==> config.mk <==
export PLATFORM = sky130hd
export DESIGN_NAME = switch_debouncer
export DESIGN_NICKNAME = d
export VERILOG_FILES = /design/src/rtl/switch_debouncer.sv
export SDC_FILE = /design/constraint.sdc
export NUM_CORES = 1
export LEC_CHECK = 0
export BUFFER_PORTS_ARGS = -buffer_cell sky130_fd_sc_hd__buf_2
export CAP_MARGIN = 20
export CORE_UTILIZATION = 45
export DETAILED_ROUTE_END_ITERATION = 8
export PLACE_DENSITY = 0.6
export REMOVE_ABC_BUFFERS = 1
export SYNTH_ARGS = -nofsm -noshare
export SYNTH_HDL_FRONTEND = slang
export SYNTH_SLANG_ARGS = --single-unit
==> constraint.sdc <==
create_clock -name clk -period 8.9 [get_ports clk]
set_input_delay 1.78 -clock clk [delete_from_list [all_inputs] [get_ports clk]]
set_output_delay 1.78 -clock clk [all_outputs]
set_load 0.02 [all_outputs]
==> src/rtl/switch_debouncer.sv <==
// switch_debouncer: synchronises raw slide-switch levels into the clk domain,
// rejects contact bounce with a per-bit stability counter, and emits a clean
// switch vector plus registered one-cycle rise/fall/any_change pulses.
module switch_debouncer #(
  parameter int WIDTH         = 8,
  parameter int STABLE_CYCLES = 1000000
) (
  input  logic             clk,
  input  logic             reset,
  input  logic [WIDTH-1:0] sw_raw,
  output logic [WIDTH-1:0] sw_db,
  output logic [WIDTH-1:0] rise,
  output logic [WIDTH-1:0] fall,
  output logic             any_change
);

  // Counter only needs to reach STABLE_CYCLES-1, which always fits in clog2 bits.
  localparam int             CNT_W   = $clog2(STABLE_CYCLES);
  localparam logic [CNT_W-1:0] CNT_MAX = CNT_W'(STABLE_CYCLES - 1);

  // Per-channel state: derived from whether the synchronised level disagrees
  // with the debounced output, so no separate state flop is needed.
  localparam logic STABLE   = 1'b0;
  localparam logic SETTLING = 1'b1;

  logic [WIDTH-1:0] s1;
  logic [WIDTH-1:0] s2;
  logic [CNT_W-1:0] cnt [WIDTH];
  logic [WIDTH-1:0] state;
  logic [WIDTH-1:0] done;

  // Two-flop synchroniser; nothing may sit between s1 and s2.
  always_ff @(posedge clk or posedge reset) begin
    if (reset) begin
      s1 <= '0;
      s2 <= '0;
    end else begin
      s1 <= sw_raw;
      s2 <= s1;
    end
  end

  // Decode channel state and detect the edge on which settling completes.
  always_comb begin
    state = '0;
    done  = '0;
    for (int i = 0; i < WIDTH; i++) begin
      state[i] = (s2[i] != sw_db[i]) ? SETTLING : STABLE;
      done[i]  = (state[i] == SETTLING) && (cnt[i] == CNT_MAX);
    end
  end

  // Stability counters: run while settling, clear on bounce-back or completion.
  always_ff @(posedge clk or posedge reset) begin
    if (reset) begin
      for (int i = 0; i < WIDTH; i++) begin
        cnt[i] <= '0;
      end
    end else begin
      for (int i = 0; i < WIDTH; i++) begin
        if (state[i] == STABLE || done[i]) begin
          cnt[i] <= '0;
        end else begin
          cnt[i] <= cnt[i] + CNT_W'(1);
        end
      end
    end
  end

  // Debounced level: a bit adopts the synchronised value only on completion.
  always_ff @(posedge clk or posedge reset) begin
    if (reset) begin
      sw_db <= '0;
    end else begin
      sw_db <= (sw_db & ~done) | (s2 & done);
    end
  end

  // Edge pulses registered alongside the sw_db update, so they cover exactly
  // the cycle after it; polarity of the new level picks rise versus fall.
  always_ff @(posedge clk or posedge reset) begin
    if (reset) begin
      rise       <= '0;
      fall       <= '0;
      any_change <= 1'b0;
    end else begin
      rise       <= done & s2;
      fall       <= done & ~s2;
      any_change <= |done;
    end
  end

endmodule

Word-level counts from Yosys, hierarchy flattened
Cells that the tools add are included.
- flip-flop bits (word level): 201
- input bits: 10
- output and inout port bits: 25
- reductions and logical operators: 17
- add/sub/neg operators: 8
- mux-type cells: 16
- bitwise gates (word level): 14
- equality and inequality tests: 16
- operators with widths (kind ; count):
    20-bit by 1-bit adder with 20-bit output, second input constant ; 8
    20-bit equality test, second input constant ; 8
    20-bit 2-to-1 mux ; 8
    8-bit bitwise AND ; 3
    8-bit NOT ; 2
    1-bit logical AND ; 8
    1-bit logical OR ; 8
    1-bit 2-to-1 mux ; 8
    1-bit inequality test ; 8
    1-bit NOT ; 8
    8-bit OR ; 1
    8-bit OR reduction ; 1

Longest topological paths before layout
Gate-level depths: netlist (run 1).
- word-level depth: 6
- mapped depth: 8
- depth with buffers taken out: 5

Least setup slack after synthesis (run 1)
Ideal clock, no wire load.
- kind: register -> output
- from: reg with a tool-made name
- to: out sw_db[2]
- setup slack: 6.619 ns
- cell stages (with the launch flop): 1
- arrival time: 0.501 ns
- cells stage by stage: dfrtp_1
- RTL lines (item ; RTL line ; source):
    end, declared ; 11 ; output logic [WIDTH-1:0] sw_db,

==> key figures, run 1 <==
Run status
  – Status: finished clean

Clocking
  – CTS Buffer Depth: 3
  – CTS Root Cell: clkbuf_16
  – # Post-CTS Setup Buffers: 0
  – CTS clk-pin slew, worst paths: 0.06 ns
  – CTS Buf Count: 23
  – H-tree depth: 1
  – TritonCTS clock tree: done
  – Cts hold-fix bufs: 0
  – Clk sink count: 201
  – Worst skew pair latency: 0.50 ns
  – Post-CTS sizing: 0

Routing
  – Pre-Repair DR Iteration Count: 5
  – Initial DRC count: 330
  – DRC viols: 0
  – WL met2: 8110 um
  – Vias: 6853
  – Met3 WL post-DR: 533 um
  – Vias per cell: 5.54
  – Antenna Nets Post-Route: 0
  – Highest metal layer with signal wires: met4
  – WL met1: 9090 um
  – Per-cell routed wire length: 14.7 um
  – Final WL: 18100 um

Min path
  – Hold path cells: 0
  – Hold Path Class: reg -> reg

Power and ir drop
  – Clk pwr share: 0.489
  – Sequential Power Share: 0.485
  – Comb power frac: 0.027
  – Leak Pwr: 0.00438 uW
  – Total Power: 1940 uW
  – Peak VDD IR: 146 uV
  – Sw Share: 0.211
  – Pwr dens: 182 nW/um2
  – Psw: 409 uW
  – Cell Int Power: 1530 uW

GRT
  – Grt total ovfl: 0
  – Largest net degree at the start of global routing: 130
  – First-pass GRT wire length: 32100 um
  – Initial antenna violation count: 0
  – Vias in the first global route: 6721
  – All-Layer GR Usage: 0.176

Synth
  – Post-synth top area share: 0.532
  – Sequential share of the synthesized area: 0.532
  – Count leader, synth: dfrtp_1
  – Primary FF master, synth: dfrtp_1
  – Post-synth top cells: dfrtp_1 (201), nor2_1 (102), nand3_1 (57)
  – Syn avg cell area: 10.3 um2
  – Post-synth EDFFs: 0
  – Yosys cell types: 52
  – Synth Instances: 917
  – Yosys warnings: 0
  – FF+latch count, synth: 201
  – FFs w/ async S/R, synth: 1.00
  – Largest cells by area after synthesis: dfrtp_1 (53%), xnor2_1 (4.7%), xor2_1 (4.3%)
  – Post-synth top area cell: dfrtp_1
  – Post-synthesis cell area: 9460 um2

Critical path
  – CP max FO: 6
  – CP Launch Type: flip-flop
  – Worst Reg-to-Reg Cells: 4
  – Slowest CP cell: dfrtp_1
  – Worst Setup End Kind: output port
  – RR Endpoint: cnt[67]
  – CP Data Required Time: 7.12 ns
  – Slowest stage delay, CP: 0.45 ns
  – R2r startpoint: cnt[72]
  – R2R setup slack: 6.35 ns
  – CP delay by family, top: flip-flops
  – Kind of critical path: reg -> out
  – Buf+Inv Stages, Crit Path: 1
  – Worst path cell trace: buf_2
  – Worst path depth: 1
  – Crit path capture: sw_db[2]
  – Critical Path AT: 1.15 ns

Floorplan
  – Initial Util: 0.463
  – Die area: 21600 um2
  – Die width: 147 um
  – Row count: 52
  – IO Pins: 35
  – Die height: 147 um
  – Core area: 20400 um2

Timing
  – Actual slew at the worst max-slew pin: 0.920 ns
  – Setup Skew: 0.00964 ns
  – Period minus WS final: 2.93 ns
  – Total negative slack: 0 ns
  – Hold Violations, Final: 0
  – Fin crit share: 0.330
  – Slew Limit Fails: 0
  – Final Setup Violations: 0
  – Peak Freq: 341 MHz
  – Worst slew margin: 0.387
  – Min Hold Slack: 0.347 ns
  – Unrepaired setup endpoints after global routing: false
  – Setup WS post-layout: 5.97 ns

Run
  – Max-Cap Viols: 0

Finish
  – Fill count: 1868
  – Layout cell share with drive strength beyond 1: 0.109
  – Reg area: 5030 um2
  – Ant diodes: 0
  – Final #Nets: 969
  – Core Util, Final: 0.520
  – Multi-input logic area: 4220 um2
  – Area grow syn2layout: 12.3%

Placed design
  – Post-DP HPWL: 11700 um
  – Place WS: 5.32 ns
  – Gpl congestion: 0.746
  – PortBufs: 34
worst min-delay path by stage:
| stage | from | to |
|---|---|---|
| after CTS | s1[4] | s2[4] |
| after detailed placement | s1[3] | s2[3] |
| final | s1[3] | s2[3] |
| after global placement | s1[4] | s2[4] |
| after global routing | s1[4] | s2[4] |
| after floorplan | s1[0] | s2[0] |
power groups by stage:
| stage | Clock (uW) | Sequential [uW] | Combinational, uW |
|---|---|---|---|
| 2_1_floorplan | 0 | 952 | 37.8 |
| 5_1_grt | 1020 | 940 | 61.1 |
| 3_5_place_dp | 0 | 955 | 54.5 |
| 3_3_place_gp | 0 | 955 | 54.4 |
| 6_report | 946 | 939 | 51.8 |
| 4_1_cts | 977 | 939 | 54.5 |
kinds of logic (layout without fill, tap and decap cells):
logic type | Yosys count | in the layout | share of synthesized area
and+or+nand+nor | 434 | 434 | 0.257
DFF | 201 | 201 | 0.532
AOI/OAI and AO/OA | 124 | 124 | 0.0792
xor gates and xnor gates | 97 | 97 | 0.0898
buffers and inverters | 45 | 94 | 0.0217
adders and majority gates | 8 | 8 | 0.0106
muxes | 8 | 8 | 0.0103
per-stage QoR:
stage / instance area (um2) / cells
2_1_floorplan: 9320 / 890
3_3_place_gp: 9850 / 1196
3_5_place_dp: 9850 / 1196
4_1_cts: 10600 / 1236
5_1_grt: 10600 / 1236
6_report: 10600 / 1236
routing by layer:
metal  vias to the layer above  track usage
li1                       3392            -
met4                         0       0.0490
met2                        74        0.274
met3                        27       0.0239
met1                      3360        0.259
met5                         -            0
placed cells by master, fill, tap and decap left out, drive strengths merged, types with 6 or more instances in the layout:
master  count
dfrtp     201
nor2      102
nand3      57
a21oi      56
xnor2      51
nand2      49
xor2       46
nand4      39
or4        36
buf        36
clkbuf     32
or3        31
o21ai      30
o31ai      28
and3       20
inv        19
nor4       18
nor3b      17
and4       15
nor3       12
and2       12
ha          8
mux2        8
or2         6
or4b        6
final cells by class:
class	count	area share
Sequential cell	201	0.473
Clock inverter	8	0.00883
Timing Repair Buffer	36	0.0174
Multi-Input combinational cell	671	0.397
Inverter	18	0.00707
Tap cell	270	0.0318
Clock buffer	32	0.0640
flip-flops by register name, indices dropped and copies added (netlist names), named ones only:
| name | count |
|---|---|
| cnt | 160 |
| any_change | 1 |
| fall | 8 |
| s1 | 8 |
| rise | 8 |
| s2 | 8 |
Power figures use the tool's default switching activity.
==> run 2: changes to the inputs <==
clock period = 2.8 ns   (was 8.9 ns; I/O delays follow)
==> run 2 against run 1 <==
Against the previous run:
- cell count increased by 0.81%
- die area stayed put
- register-to-register slack worse by 5.8 ns
- sequential share of layout area decreased by 0.75 points
- non-clock buffer count up 6
- power grew to 3.4 times the previous value
- global-route usage rose by 0.30 points
- setup slack worse by 5.5 ns
- utilization increased by 0.83 points
- design area grew 1.6%
- largest cell class unchanged
==> key figures, run 2 (synthesis gave the netlist of run 1 again) <==
Run status
  – Status: finished clean

Routing
  – Per-cell routed wire length: 14.7 um (+0.46%)
  – Vias per cell: 5.45 (-1.8%)
  – Vias: 6787 (-0.96%)
  – Final WL: 18400 um (+1.3%)
  – Pre-Repair DR Iteration Count: 4 (-1)
  – Initial DRC count: 411 (+25%)
  – Antenna Nets Post-Route: 0 (unchanged)
  – DRC viols: 0 (unchanged)

Clocking
  – H-tree depth: 1 (unchanged)
  – TritonCTS clock tree: done
  – Worst skew pair latency: 0.51 ns (about the same)
  – Clk sink count: 201 (unchanged)
  – CTS Buffer Depth: 3 (unchanged)
  – Cts hold-fix bufs: 0 (unchanged)
  – CTS Root Cell: clkbuf_16
  – CTS clk-pin slew, worst paths: 0.06 ns (about the same)
  – # Post-CTS Setup Buffers: 0 (unchanged)
  – Post-CTS sizing: 0 (unchanged)
  – CTS Buf Count: 24 (+4.3%)

Critical path
  – Buf+Inv Stages, Crit Path: 1 (unchanged)
  – Worst Setup End Kind: flip-flop
  – CP Launch Type: flip-flop
  – Worst path cell trace: or4b_2 -> nor4_1 -> a21o_1 -> buf_4 -> a21oi_1
  – CP Data Required Time: 3.17 ns (-3.95 ns)
  – RR Endpoint: cnt[78]
  – CP max FO: 18 (+12)
  – R2r startpoint: cnt[68]
  – Worst Reg-to-Reg Cells: 5 (+1)
  – Kind of critical path: reg -> reg
  – Slowest CP cell: or4b_2
  – CP delay by family, top: simple AND/OR/NAND/NOR gates
  – R2R setup slack: 0.51 ns (-5.84 ns)
  – Slowest stage delay, CP: 0.68 ns (+0.23 ns)
  – Critical Path AT: 2.66 ns (+1.51 ns)

GRT
  – First-pass GRT wire length: 32500 um (+1.2%)
  – Global routing's busiest layer: met2
  – Met3 Use GR: 0.0280 (+0.00404)
  – Largest net degree at the start of global routing: 78 (-40%)
  – Grt total ovfl: 0 (unchanged)
  – All-Layer GR Usage: 0.179 (+0.00298)
  – Vias in the first global route: 6649 (-1.1%)
  – Initial antenna violation count: 0 (unchanged)
  – GR Util met2: 0.278 (+0.00403)
  – Met1 Use GR: 0.265 (+0.00626)

Min path
  – Hold Path Class: in -> async

Run
  – Max-Cap Viols: 0 (unchanged)

Finish
  – Ant diodes: 0 (unchanged)
  – Most frequent cells in the layout: dfrtp_1 (201), nor2_1 (102), nand3_1 (57), a21oi_1 (56), xnor2_1 (51)
  – Final #Nets: 976 (+0.72%)
  – Largest Register: cnt
  – Core Util, Final: 0.528 (+0.00833)
  – Layout cell share with drive strength beyond 1: 0.117 (+0.00811)
  – Area grow syn2layout: 14.1%
  – Fill count: 1835 (-1.8%)
  – Most common cell after layout, fill and taps aside: dfrtp_1
  – Max FFs per register: 160 (unchanged)

Placed design
  – Place WS: 0.566 ns (-4.76 ns)
  – Post-DP HPWL: 12000 um (+2.9%)
  – PortBufs: 34 (unchanged)
  – Gpl congestion: 0.762 (+2.1%)

Power and ir drop
  – Peak VDD IR: 401 uV (+170%)
  – Pwr dens: 604 nW/um2 (+230%)
  – Leak Pwr: 0.00447 uW (+1.9%)
  – Total Power: 6510 uW (+240%)

Floorplan
  – Die height: 147 um (unchanged)
  – Die area: 21600 um2 (unchanged)
  – Initial Util: 0.463 (unchanged)
  – Die width: 147 um (unchanged)
  – IO Pins: 35 (unchanged)
  – Row count: 52 (unchanged)
  – Core area: 20400 um2 (unchanged)

Timing
  – Setup Skew: 0.0118 ns (+0.00218 ns)
  – Unrepaired setup endpoints after global routing: false
  – Worst slew margin: 0.552 (+0.165)
  – Total negative slack: 0 ns (unchanged)
  – Peak Freq: 436 MHz
  – Actual slew at the worst max-slew pin: 0.666 ns (-0.254 ns)
  – Min Hold Slack: 0.111 ns (-0.237 ns)
  – Slew Limit Fails: 0 (unchanged)
  – Setup WS post-layout: 0.506 ns (-5.46 ns)
  – Fin crit share: 0.819
  – Final Setup Violations: 0 (unchanged)
  – Hold Violations, Final: 0 (unchanged)
  – Period minus WS final: 2.29 ns
==> run 2: changes by cell type in the layout (fill, tap and decap cells not counted), sizes merged <==
| cell | before | now |
|---|---|---|
| clkbuf | 32 | 34 |
| clkinv | 5 | 6 |
| buf | 36 | 42 |
| inv | 19 | 18 |
| bufinv | 2 | 4 |
==> run 2: area by class of cell <==
class | instances | area (um2) | area share
clock inverter | 10 | 154 | 0.0143
sequential | 201 | 5030 | 0.466
inverter | 18 | 75.1 | 0.00695
timing repair buffer | 42 | 255 | 0.0236
tap | 270 | 338 | 0.0313
multi-input combinational | 671 | 4220 | 0.391
clock buffer | 34 | 719 | 0.0667
==> run 2: per-stage QoR <==
stage               std cells  instance area, um2
floorplan                 890                9320
global placement         1202                9920
detailed placement       1202                9920
CTS                      1246               10800
global route             1246               10800
finish                   1246               10800
==> run 2: worst max path at each step <==
stage / slack (ns) / depth (start not counted) / end / startpoint
floorplan: -3.24 / 1 / async pin / reset
global placement: 0.61 / 6 / cnt[38] / cnt[20]
detailed placement: 0.57 / 5 / cnt[67] / cnt[68]
CTS: 0.52 / 5 / cnt[74] / cnt[68]
global route: 0.39 / 5 / cnt[75] / cnt[72]
finish: 0.51 / 5 / cnt[78] / cnt[68]
==> run 2: routing by layer <==
metal	share of wire	routed length, um
met1	0.51	9410
met2	0.44	8160
met3	0.026	481
met4	0.016	297
met5	0	0
==> run 2: power by group <==
group | total, uW | switching [uW] | internal (uW)
combinational | 176 | 124 | 52.2
clock | 3350 | 1200 | 2150
sequential | 2980 | 38.7 | 2950
total | 6510 | 1360 | 5150
==> run 3: changes to the inputs <==
ABC_AREA = 1   (was unset)
clock period = 2.25 ns   (was 2.8 ns; I/O delays follow)
==> run 3 against run 2 <==
Against the previous run:
- utilization fell by 0.78 points
- flip-flop and latch count is the same
- highest routed layer unchanged
- via count rose by 21%
- clock power grew 23%
- wire length is 15% higher
- combinational power grew 34%
==> key figures, run 3 <==
Clocking
  – H-tree depth: 1 (unchanged)
  – Post-CTS sizing: 0 (unchanged)
  – CTS clk-pin slew, worst paths: 0.06 ns (about the same)
  – CTS Buf Count: 25 (+4.2%)
  – TritonCTS clock tree: done
  – CTS Buffer Depth: 3 (unchanged)
  – Clk sink count: 201 (unchanged)
  – CTS Root Cell: clkbuf_16
  – Worst skew pair latency: 0.51 ns (about the same)

Timing
  – Slew Limit Fails: 0 (unchanged)
  – Setup Skew: 0.0106 ns (-0.00126 ns)
  – Peak Freq: 542 MHz (+24%)
  – Total negative slack: 0 ns (unchanged)
  – Actual slew at the worst max-slew pin: 0.468 ns (-0.198 ns)
  – Setup WS post-layout: 0.403 ns (-0.103 ns)
  – Worst slew margin: 0.687 (+0.135)
  – Unrepaired setup endpoints after global routing: false
  – Fin crit share: 0.821 (+0.00145)
  – Final Setup Violations: 0 (unchanged)
  – Period minus WS final: 1.85 ns (-0.447 ns)
  – Hold Violations, Final: 0 (unchanged)

Finish
  – Multi-input logic area: 4830 um2 (+14%)
  – Most frequent cells in the layout: nor2_1 (332), nand2_1 (289), dfrtp_1 (201), inv_1 (130), nand3_1 (87)
  – Area grow syn2layout: 13.2%
  – Final #Nets: 1399 (+43%)
  – Max FFs per register: 160 (unchanged)
  – Reg area: 5030 um2 (unchanged)
  – Ant diodes: 0 (unchanged)
  – Fin cells: 1682 (+35%)
  – Fill count: 2202 (+20%)
  – Largest Register: cnt
  – Layout cell share with drive strength beyond 1: 0.0902 (-0.0266)
  – Most common cell after layout, fill and taps aside: nor2_1

GRT
  – All-Layer GR Usage: 0.187 (+0.00732)
  – Grt total ovfl: 0 (unchanged)
  – Vias in the first global route: 7926 (+19%)
  – Largest net degree at the start of global routing: 61 (-22%)
  – Initial antenna violation count: 0 (unchanged)
  – First-pass GRT wire length: 37000 um (+14%)

Power and ir drop
  – Comb power frac: 0.029 (+0.002)
  – Sequential Power Share: 0.459 (about the same)
  – Leak Pwr: 0.00511 uW (+14%)
  – Peak VDD IR: 505 uV (+26%)
  – Clk pwr share: 0.511 (-0.004)
  – Psw: 1700 uW (+25%)
  – Pwr dens: 684 nW/um2 (+13%)
  – Cell Int Power: 6380 uW (+24%)
  – Sw Share: 0.211 (+0.00126)

Floorplan
  – Die area: 23800 um2 (+10%)
  – Initial Util: 0.460 (-0.00328)
  – IO Pins: 35 (unchanged)
  – Row count: 55 (+5.8%)
  – Die height: 154 um (+5.0%)
  – Die width: 154 um (+5.0%)
  – Core area: 22700 um2 (+11%)

Critical path
  – Critical Path AT: 2.25 ns (-0.41 ns)
  – Worst Setup End Kind: flip-flop
  – Kind of critical path: reg -> reg
  – CP max FO: 11 (-7)
  – Slowest stage delay, CP: 0.42 ns (-0.26 ns)
  – Worst path cell trace: ha_1 -> nand3_1 -> nor2_1 -> nand3_1 -> nand2_1 -> buf_4 -> nor2_1
  – Slowest CP cell: dfrtp_1
  – CP Launch Type: flip-flop
  – CP Data Required Time: 2.65 ns (-0.52 ns)

Placed design
  – Place WS: 0.382 ns (-0.184 ns)
  – Placed cell count: 1638 (+36%)
  – Gpl congestion: 0.894 (+17%)
  – PortBufs: 34 (unchanged)
  – Post-DP HPWL: 15000 um (+25%)

Synth
  – Count leader, synth: nor2_1
  – Post-synth top cells: nor2_1 (332), nand2_1 (289), dfrtp_1 (201)
  – Post-synthesis cell area: 10400 um2 (+10%)
  – Yosys cell types: 30 (-42%)
  – Post-synth top area share: 0.482 (-0.0500)
  – Largest cells by area after synthesis: dfrtp_1 (48%), nor2_1 (12%), nand2_1 (10%)
  – Sequential share of the synthesized area: 0.482 (-0.0500)
  – Syn avg cell area: 7.90 um2 (-23%)
  – FF+latch count, synth: 201 (unchanged)
  – Synth Instances: 1322 (+44%)
  – Primary FF master, synth: dfrtp_1
  – Post-synth EDFFs: 0 (unchanged)
  – Post-synth top area cell: dfrtp_1
  – FFs w/ async S/R, synth: 1.00 (unchanged)
  – Yosys warnings: 0 (unchanged)

Run status
  – Status: finished clean

Routing
  – Initial DRC count: 409 (-0.49%)
  – Per-cell routed wire length: 12.6 um (-15%)
  – Final WL: 21100 um (+15%)
  – Vias: 8243 (+21%)
  – Vias per cell: 4.90 (-10%)
  – DRC viols: 0 (unchanged)
  – Antenna Nets Post-Route: 0 (unchanged)
  – Pre-Repair DR Iteration Count: 5 (+1)

Min path
  – Hold Path Class: in -> reg

Run
  – Max-Cap Viols: 0 (unchanged)
run 3: cell count changes in the layout (fill, tap and decap cells not counted), sizes merged, moves of 36 or more:
cell / delta
a21oi: -37
nor3: +48
nor2: +243
or4: -36
nand3: +46
inv: +113
nand2: +248
run 3: critical path, delay by kind of cell (launching register included):
kind / cells / cell delay (ns)
simple gates: 5 / 0.79
fa+ha+maj: 1 / 0.26
flops: 1 / 0.42
buf+inv: 1 / 0.24
run 3: what timing repair did:
action                    4_1_cts  5_1_grt
hold buffers                    1        0
buffers inserted                0        0
hold endpoints to repair       56        0
run 3: layout make-up:
| cell class | count | share of cell area |
|---|---|---|
| Sequential cell | 201 | 0.425 |
| Multi-Input combinational cell | 980 | 0.408 |
| Clock buffer | 36 | 0.0606 |
| Inverter | 131 | 0.0422 |
| Tap cell | 285 | 0.0302 |
| Timing Repair Buffer | 42 | 0.0218 |
| Clock inverter | 7 | 0.0114 |
run 3: final timing paths:
kind,from,endpoint,slack [ns],cells after the start
worst max-delay path,cnt[20],cnt[39],0.40,7
worst min-delay path,sw_raw[0],s1[0],0.04,1
worst min register to register,s1[1],s2[1],0.35,0
max in group asynchronous,reset,cnt[15],1.02,4
min in group asynchronous,reset,cnt[24],0.52,3
worst max register to register,cnt[20],cnt[39],0.40,7
run 3: layer usage:
metal | part of all wire | up-vias | GRT usage
met4 | 0.014 | 0 | 0.0438
met2 | 0.44 | 107 | 0.295
li1 | - | 4295 | -
met5 | 0 | - | 0
met3 | 0.040 | 26 | 0.0331
met1 | 0.50 | 3815 | 0.267
run 3: stage by stage:
| stage | total power, uW | hold slack [ns] | utilization | instance area, um2 |
|---|---|---|---|---|
| 2_1_floorplan | 3930 | 0.331 | - | 10300 |
| 3_3_place_gp | 4020 | 0.332 | 0.483 | 11000 |
| 3_5_place_dp | 4020 | 0.335 | 0.483 | 11000 |
| 4_1_cts | 8210 | 0.0170 | 0.521 | 11800 |
| 5_1_grt | 8390 | 0.0142 | 0.521 | 11800 |
| 6_report | 8080 | 0.0415 | 0.521 | 11800 |
run 3: kinds of logic (layout without fill, tap and decap cells):
kind of cell | Yosys count | in the layout | synth area share
adders and majority gates | 8 | 8 | 0.00959
xor gates and xnor gates | 73 | 73 | 0.0612
DFF | 201 | 201 | 0.482
and+or+nand+nor | 854 | 854 | 0.367
buffers and inverters | 141 | 216 | 0.0559
AOI/OAI and AO/OA | 45 | 45 | 0.0241
run 3: power by group through the flow:
stage	Clock, uW	Sequential, uW	Combinational (uW)
6_report	4130	3710	236
5_1_grt	4390	3720	277
4_1_cts	4250	3710	247
3_5_place_dp	0	3780	245
3_3_place_gp	0	3780	242
2_1_floorplan	0	3770	166
